### src/rtl/clock_pkg.sv
// Shared definitions for the clock display blocks.
// Provides the digit width, active-high 7-segment glyphs for 0..F
// ({g,f,e,d,c,b,a} bit order), the segment/dp drive payload and a
// helper that applies output polarity to that payload.
package clock_pkg;

  localparam int unsigned DIGIT_W = 4;
  localparam int unsigned SEG_W   = 7;

  // Active-high glyphs, bit 0 = segment a
  localparam logic [SEG_W-1:0] SEG_OFF = 7'h00;
  localparam logic [SEG_W-1:0] SEG_0   = 7'h3F;
  localparam logic [SEG_W-1:0] SEG_1   = 7'h06;
  localparam logic [SEG_W-1:0] SEG_2   = 7'h5B;
  localparam logic [SEG_W-1:0] SEG_3   = 7'h4F;
  localparam logic [SEG_W-1:0] SEG_4   = 7'h66;
  localparam logic [SEG_W-1:0] SEG_5   = 7'h6D;
  localparam logic [SEG_W-1:0] SEG_6   = 7'h7D;
  localparam logic [SEG_W-1:0] SEG_7   = 7'h07;
  localparam logic [SEG_W-1:0] SEG_8   = 7'h7F;
  localparam logic [SEG_W-1:0] SEG_9   = 7'h6F;
  localparam logic [SEG_W-1:0] SEG_A   = 7'h77;
  localparam logic [SEG_W-1:0] SEG_B   = 7'h7C;
  localparam logic [SEG_W-1:0] SEG_C   = 7'h39;
  localparam logic [SEG_W-1:0] SEG_D   = 7'h5E;
  localparam logic [SEG_W-1:0] SEG_E   = 7'h79;
  localparam logic [SEG_W-1:0] SEG_F   = 7'h71;

  // Blink half-period phase; VISIBLE is the reset phase
  typedef enum logic {
    BLINK_VISIBLE = 1'b0,
    BLINK_HIDDEN  = 1'b1
  } blink_phase_e;

  // Cathode-side drive for one digit slot
  typedef struct packed {
    logic [SEG_W-1:0] seg;
    logic             dp;
  } seg_drive_t;

  // Convert an active-high drive payload to the board polarity
  function automatic seg_drive_t drive_polarity(input seg_drive_t drv,
                                                input logic       active_low);
    seg_drive_t res;
    res.seg = active_low ? ~drv.seg : drv.seg;
    res.dp  = active_low ? ~drv.dp  : drv.dp;
    return res;
  endfunction

endpackage

### src/rtl/seg7_hex_decode.sv
// Combinational hex nibble to active-high 7-segment decoder.
// Ports:
//   nibble_i : 4-bit digit value 0..F
//   seg_c    : active-high segments {g,f,e,d,c,b,a}
module seg7_hex_decode
  import clock_pkg::*;
(
  input  logic [DIGIT_W-1:0] nibble_i,
  output logic [SEG_W-1:0]   seg_c
);

  // Glyph lookup
  always_comb begin
    seg_c = SEG_OFF;
    case (nibble_i)
      4'h0: seg_c = SEG_0;
      4'h1: seg_c = SEG_1;
      4'h2: seg_c = SEG_2;
      4'h3: seg_c = SEG_3;
      4'h4: seg_c = SEG_4;
      4'h5: seg_c = SEG_5;
      4'h6: seg_c = SEG_6;
      4'h7: seg_c = SEG_7;
      4'h8: seg_c = SEG_8;
      4'h9: seg_c = SEG_9;
      4'hA: seg_c = SEG_A;
      4'hB: seg_c = SEG_B;
      4'hC: seg_c = SEG_C;
      4'hD: seg_c = SEG_D;
      4'hE: seg_c = SEG_E;
      4'hF: seg_c = SEG_F;
      default: seg_c = SEG_OFF;
    endcase
  end

endmodule

### src/rtl/seg_scan_mux.sv
// Time-multiplexed 7-segment scanner for common-anode displays.
// One digit slot lasts SCAN_DIV clocks; the first DEAD_CYCLES of each slot
// keep every anode off so the previous digit cannot ghost into the next.
// Supports per-digit blanking, blinking, decimal points, optional
// leading-zero suppression and selectable segment/anode polarity.
// Ports:
//   clk        : system clock
//   nCLR       : asynchronous active-low reset
//   en         : scan enable; 0 holds all counters and darkens the display
//   value      : packed nibbles, nibble i = digit i (digit 0 rightmost)
//   blank_mask : 1 = digit forced dark
//   blink_mask : 1 = digit dark during the hidden blink phase
//   dp_mask    : 1 = decimal point of digit lit
//   digits     : registered segments {g,f,e,d,c,b,a}
//   dp         : registered decimal point
//   AN         : registered anode enables, one-hot when a digit is lit
//   frame_tick : registered one-clock pulse when the scan wraps to digit 0
module seg_scan_mux
  import clock_pkg::*;
#(
  parameter int unsigned N_DIGITS       = 6,
  parameter int unsigned SCAN_DIV       = 138889,
  parameter int unsigned DEAD_CYCLES    = 2,
  parameter int unsigned BLINK_FRAMES   = 60,
  parameter int unsigned LZ_SUPPRESS    = 0,
  parameter int unsigned SEG_ACTIVE_LOW = 1,
  parameter int unsigned AN_ACTIVE_LOW  = 1
) (
  input  logic                        clk,
  input  logic                        nCLR,
  input  logic                        en,
  input  logic [DIGIT_W*N_DIGITS-1:0] value,
  input  logic [N_DIGITS-1:0]         blank_mask,
  input  logic [N_DIGITS-1:0]         blink_mask,
  input  logic [N_DIGITS-1:0]         dp_mask,
  output logic [SEG_W-1:0]            digits,
  output logic                        dp,
  output logic [N_DIGITS-1:0]         AN,
  output logic                        frame_tick
);

  localparam int unsigned PRE_W = (SCAN_DIV > 1) ? $clog2(SCAN_DIV) : 1;
  localparam int unsigned IDX_W = $clog2(N_DIGITS);
  localparam int unsigned FRM_W = (BLINK_FRAMES > 1) ? $clog2(BLINK_FRAMES) : 1;

  localparam logic SEG_AL = (SEG_ACTIVE_LOW != 0);
  localparam logic AN_AL  = (AN_ACTIVE_LOW != 0);
  localparam logic LZ_EN  = (LZ_SUPPRESS != 0);

  // Inactive levels after polarity, used for reset and dark slots
  localparam logic [N_DIGITS-1:0] AN_OFF    = {N_DIGITS{AN_AL}};
  localparam seg_drive_t          DRIVE_OFF = seg_drive_t'({{SEG_W{SEG_AL}}, SEG_AL});

  // Scan state
  logic [PRE_W-1:0]    pre_q, pre_d;
  logic [IDX_W-1:0]    idx_q, idx_d;
  logic [FRM_W-1:0]    frm_q, frm_d;
  blink_phase_e        phase_q, phase_d;

  // Registered outputs
  logic [N_DIGITS-1:0] an_q, an_d;
  seg_drive_t          drv_q, drv_d;
  logic                tick_q, tick_d;

  // Combinational helpers
  logic                slot_end;
  logic                frame_wrap;
  logic [DIGIT_W-1:0]  cur_nib;
  logic                cur_blank;
  logic                cur_blink;
  logic                cur_dp;
  logic                cur_lz;
  logic [N_DIGITS-1:0] slot_onehot;
  logic [N_DIGITS-1:0] lz_dark;
  logic [SEG_W-1:0]    dec_seg;
  logic                dead;
  logic                dark;
  logic [N_DIGITS-1:0] an_raw;
  seg_drive_t          drv_raw;

  // Prescaler, digit index, frame counter and blink phase next state.
  // Nothing advances while en=0, so slot_end can only fire when enabled.
  always_comb begin
    pre_d      = pre_q;
    idx_d      = idx_q;
    frm_d      = frm_q;
    phase_d    = phase_q;
    slot_end   = en && (pre_q == PRE_W'(SCAN_DIV - 1));
    frame_wrap = slot_end && (idx_q == IDX_W'(N_DIGITS - 1));
    tick_d     = frame_wrap;

    if (en) begin
      if (slot_end) begin
        pre_d = '0;
        idx_d = frame_wrap ? '0 : idx_q + IDX_W'(1);
      end else begin
        pre_d = pre_q + PRE_W'(1);
      end
    end

    if (frame_wrap) begin
      if (frm_q == FRM_W'(BLINK_FRAMES - 1)) begin
        frm_d   = '0;
        phase_d = (phase_q == BLINK_VISIBLE) ? BLINK_HIDDEN : BLINK_VISIBLE;
      end else begin
        frm_d = frm_q + FRM_W'(1);
      end
    end
  end

  // Leading-zero map: walk from the MSB down while every nibble seen is zero.
  // Digit 0 is always shown so an all-zero value still displays "0".
  always_comb begin
    logic upper_zero;
    upper_zero = 1'b1;
    lz_dark    = '0;
    for (int i = N_DIGITS - 1; i >= 0; i--) begin
      upper_zero = upper_zero && (value[i*DIGIT_W +: DIGIT_W] == '0);
      lz_dark[i] = LZ_EN && (i > 0) && upper_zero;
    end
  end

  // Select the current digit's nibble and attributes
  always_comb begin
    cur_nib     = '0;
    cur_blank   = 1'b0;
    cur_blink   = 1'b0;
    cur_dp      = 1'b0;
    cur_lz      = 1'b0;
    slot_onehot = '0;
    for (int i = 0; i < N_DIGITS; i++) begin
      if (idx_q == IDX_W'(i)) begin
        cur_nib        = value[i*DIGIT_W +: DIGIT_W];
        cur_blank      = blank_mask[i];
        cur_blink      = blink_mask[i];
        cur_dp         = dp_mask[i];
        cur_lz         = lz_dark[i];
        slot_onehot[i] = 1'b1;
      end
    end
  end

  seg7_hex_decode u_dec (
    .nibble_i (cur_nib),
    .seg_c    (dec_seg)
  );

  // Slot drive: a dark digit keeps its time slot but drives nothing.
  // Polarity is applied as the very last step.
  always_comb begin
    an_raw      = '0;
    drv_raw.seg = SEG_OFF;
    drv_raw.dp  = 1'b0;
    dead        = (pre_q < PRE_W'(DEAD_CYCLES));
    dark        = !en || dead || cur_blank || cur_lz ||
                  (cur_blink && (phase_q == BLINK_HIDDEN));
    if (!dark) begin
      an_raw      = slot_onehot;
      drv_raw.seg = dec_seg;
      drv_raw.dp  = cur_dp;
    end
    an_d  = AN_AL ? ~an_raw : an_raw;
    drv_d = drive_polarity(drv_raw, SEG_AL);
  end

  // State and output registers
  always_ff @(posedge clk or negedge nCLR) begin
    if (!nCLR) begin
      pre_q   <= '0;
      idx_q   <= '0;
      frm_q   <= '0;
      phase_q <= BLINK_VISIBLE;
      an_q    <= AN_OFF;
      drv_q   <= DRIVE_OFF;
      tick_q  <= 1'b0;
    end else begin
      pre_q   <= pre_d;
      idx_q   <= idx_d;
      frm_q   <= frm_d;
      phase_q <= phase_d;
      an_q    <= an_d;
      drv_q   <= drv_d;
      tick_q  <= tick_d;
    end
  end

  assign digits     = drv_q.seg;
  assign dp         = drv_q.dp;
  assign AN         = an_q;
  assign frame_tick = tick_q;

endmodule
### config.mk
export PLATFORM = sky130hd
export DESIGN_NAME = seg_scan_mux
export DESIGN_NICKNAME = d
export VERILOG_FILES = /design/src/rtl/clock_pkg.sv /design/src/rtl/seg7_hex_decode.sv /design/src/rtl/seg_scan_mux.sv
export SDC_FILE = /design/constraint.sdc
export NUM_CORES = 1
export LEC_CHECK = 0
export CAP_MARGIN = 25
export CORE_MARGIN = 1.5
export CORE_UTILIZATION = 46
export DETAILED_ROUTE_END_ITERATION = 16
export PLACE_DENSITY = 0.85
export SYNTH_ARGS = -nofsm -noshare
export SYNTH_HDL_FRONTEND = slang
export SYNTH_SLANG_ARGS = --single-unit
export TNS_END_PERCENT = 100
### constraint.sdc
create_clock -name clk -period 2.36 [get_ports clk]
set_input_delay 0.708 -clock clk [delete_from_list [all_inputs] [get_ports clk]]
set_output_delay 0.708 -clock clk [all_outputs]
set_load 0.005 [all_outputs]
==> impl_metrics.ini, run 1 <==
[floorplanning]
start_util_pct = 48.2
die_y_um = 79.2
core_um2 = 5540
die_x_um = 79.2
rows = 27
die-area_um2 = 6270
boundaryPins = 60

[setup_path]
critPathMaxFanout = 10
regToRegStartpoint = idx_q[1]
endpoint_kind = flop
reg2reg_depth = 11
slowest_delay_ps = 460
path_cells = inv_2, ha_4, buf_12, nor2_1, o211a_1, a2111oi_4, buf_4, ha_4, o21ai_2, nand3_2, a21bo_1
critPathTopFamily = compound AO/OA/AOI/OAI gates
arrival_ps = 2690
rrSetupSlack_ps = -100
path_class = reg -> reg
critical_path_depth = 11
crit_slowest_cell = a2111oi_4
crit_buf_inv = 3
r2r_end = digits[3]
worst_setup_path_start_kind = flop
path_common_cell = ha_4
crit_start = idx_q[1]
required_ps = 2580

[place]
post-dp-hpwl_mm = 5.15
gp_congestion = 0.995
dp_worst_setup_slack_ps = -305
portBuffers = 59

[timing]
whs_ps = 359
setup_violations = 4
worst_pin_slew_ps = 611
final_hold_viol_count = 0
finalMaxSlewViolations = 0
fin_crit_ps = 2460
min_period_over_period_pct = 104
setup_ws_ps = -103
fmax_mhz = 406
clock-skew-final_ps = 7.98
setup_tns_ps = -203
grt_setup_unrepaired = yes
relSlewSlack_pct = 59.0

[global_route]
track_usage_pct = 24.5
gr-total-overflow = 0
first_global_vias = 2549
grt_pass1_wl_mm = 11.9
grt_max_degree = 24
antenna_found_initial = 0

[clocking]
cts_max_level = 2
hold_buffers = 0
clock-sinks = 43
worstSkewPairLatency_ps = 290
cts_tree = yes
numCtsBuffers = 5
cts.clk_slew.worst_paths_ps = 80
cts_root_buf = clkbuf_8
cts.path.max_buffers = 2

[pwr]
power_density_nw_per_um2 = 396
p_total_mw = 1.55
p_leak_nw = 1.64
peakVddDrop_v = 0.000394

[hold_path]
hp-class = in -> async

[logic_synthesis]
synthTopCellsByArea = dfrtp_1 (27%), dfstp_2 (14%), ha_1 (6.6%), nand2_1 (3.4%), nand3_1 (2.6%)
synthSimpleGateAreaFrac_pct = 21.2
synthDistinctLibCells = 60
synth-seq-cells = 43
synthCells = 274
synth_top_family_by_area = simple AND/OR/NAND/NOR gates
yosys.area.top_type = dfrtp_1
synth.most_common_cell = dfrtp_1
netlist.area_leader.share_pct = 27.2
yosysSeqAreaShare_pct = 41.0
synthXorXnorAreaFrac_pct = 4.92
avgSynthCellArea_um2 = 9.74
yosysWarnings = 0
synth-edff-count = 0
synthMuxAreaShare_pct = 2.67
synthesis.nets = 333
synth_area_um2 = 2670
yosys-top-cells-count = dfrtp_1 (29), nand2_1 (24), nor2_1 (15)
synth-async-reset-ratio_pct = 100
synth_fa_ha_area_share_pct = 6.56
synthFlopType = dfrtp_1
synth_compound_area_share_pct = 18.1

[layout]
num_antenna_cells = 0
fillers = 374
final_layout_size_suffix_gt1_share_pct = 28.5
fin_nets = 427
postLayoutCoreUtil_pct = 70.8
area.growth.synth_to_final_pct = 47.0

[drt]
ant_nets = 0
post-route-drc-count = 0
wl_mm = 7.78
vias_per_cell = 5.85
drtIter0Drc = 229
routedWlPerCell_um = 17.6
first_pass_iters = 5
vias = 2582

[job]
maxCapViolCount = 0

[run_status]
status = finished, violations left
failed_checks = setup timing
-- how the worst max path moves through the flow --
stage | to | slack [ps]
floorplan | digits[3] | -90
global placement | digits[0] | -270
detailed placement | digits[3] | -300
CTS | digits[5] | 2
global route | digits[3] | -140
finish | digits[3] | -100
-- per-stage QoR --
step	instances	area (um2)
floorplan	274	2700
finish	441	3920
CTS	437	3790
global route	441	3920
detailed placement	424	3570
global placement	424	3570
-- per-layer routing --
metal / wire (um) / vias up / global-route usage [%]
li1: - / 1178 / -
met1: 3090 / 1242 / 29.1
met2: 3850 / 124 / 42.8
met3: 474 / 38 / 5.06
met4: 361 / 0 / 10.5
met5: 0 / - / 0
-- cells in the final DEF, fill, tap and decap left out, types with 3 or more instances in the layout --
cell type        Yosys  layout
xor2_1               7       7
nand3b_1             5       5
ha_1                14       4
o21ai_1              3       4
buf_12               0       4
inv_2                1       3
clkdlybuf4s50_1      0      58
ha_4                 0       6
a21oi_1              9       9
o221ai_1             4       3
nor2b_1              4       4
ha_2                 0       4
a221o_1              3       3
nand4_1              8       8
dfstp_2             14      14
buf_4                4      36
inv_1               14      11
nand3_1             14      12
nand3_2              2       3
o31ai_1              3       3
or3_1                4       4
mux2i_1              6       6
o21ai_0             12      10
nand2_1             24      24
nor3_1               7       6
buf_6                2       3
and2_1               4       4
nor2_1              15      13
a21o_1               5       5
clkbuf_8             0       5
xnor2_1              8       8
dfrtp_1             29      29
-- sequential cells by signal (all words and copies together) (netlist names) --
name,count
dp,1
pre_q,18
AN,6
frm_q,6
idx_q,3
phase_q,1
digits,7
frame_tick,1
-- repair_timing --
action | in CTS | in global routing
gates resized for setup | 19 | 19
setup endpoints to repair | 7 | 12
gates cloned | 0 | 0
pin swaps | 10 | 17
buffers inserted | 5 | 5
-- report_power, final --
part           leakage [nW]  total [mW]  internal (mW)  switching [mW]
Clock                0.0412       0.458          0.207           0.251
Sequential            0.511       0.851          0.789          0.0624
Combinational          1.09       0.244          0.146          0.0981
-- worst reg2reg max path, stage by stage (launching register included) --
cell and delay (ps):
dfrtp_1 430, inv_2 140, ha_4 180, buf_12 130
nor2_1 40, o211a_1 230, a2111oi_4 460, buf_4 200
ha_4 200, o21ai_2 60, nand3_2 100, a21bo_1 220
-- kinds of logic (layout without fill, tap and decap cells) --
logic type,Yosys count,in the layout
and+or+nand+nor,101,101
buffers and inverters,30,125
xor gates and xnor gates,15,15
muxes,7,7
AOI/OAI and AO/OA,64,64
adders and majority gates,14,14
DFF,43,43
-- area by class of cell --
class                      count  area [um2]  area share [%]
clock buffer                   6        72.6            1.85
tap                           72        90.1            2.30
timing repair buffer         102         970            24.7
sequential                    43        1090            27.9
inverter                      15        61.3            1.56
multi-input combinational    201        1620            41.4
clock inverter                 2        12.5           0.319
Note: power is estimated with default switching activity, not from simulation.
==> run 2, diff against run 1 <==
--- a/config.mk
+++ b/config.mk
@@ -5,6 +5,7 @@
 export SDC_FILE = /design/constraint.sdc
 export NUM_CORES = 1
 export LEC_CHECK = 0
+export ABC_CLOCK_PERIOD_IN_PS = 2360
 export CAP_MARGIN = 25
 export CORE_MARGIN = 1.5
 export CORE_UTILIZATION = 46
==> results of run 2 <==
Final layout, timing and power as in run 1 (identical DEF).
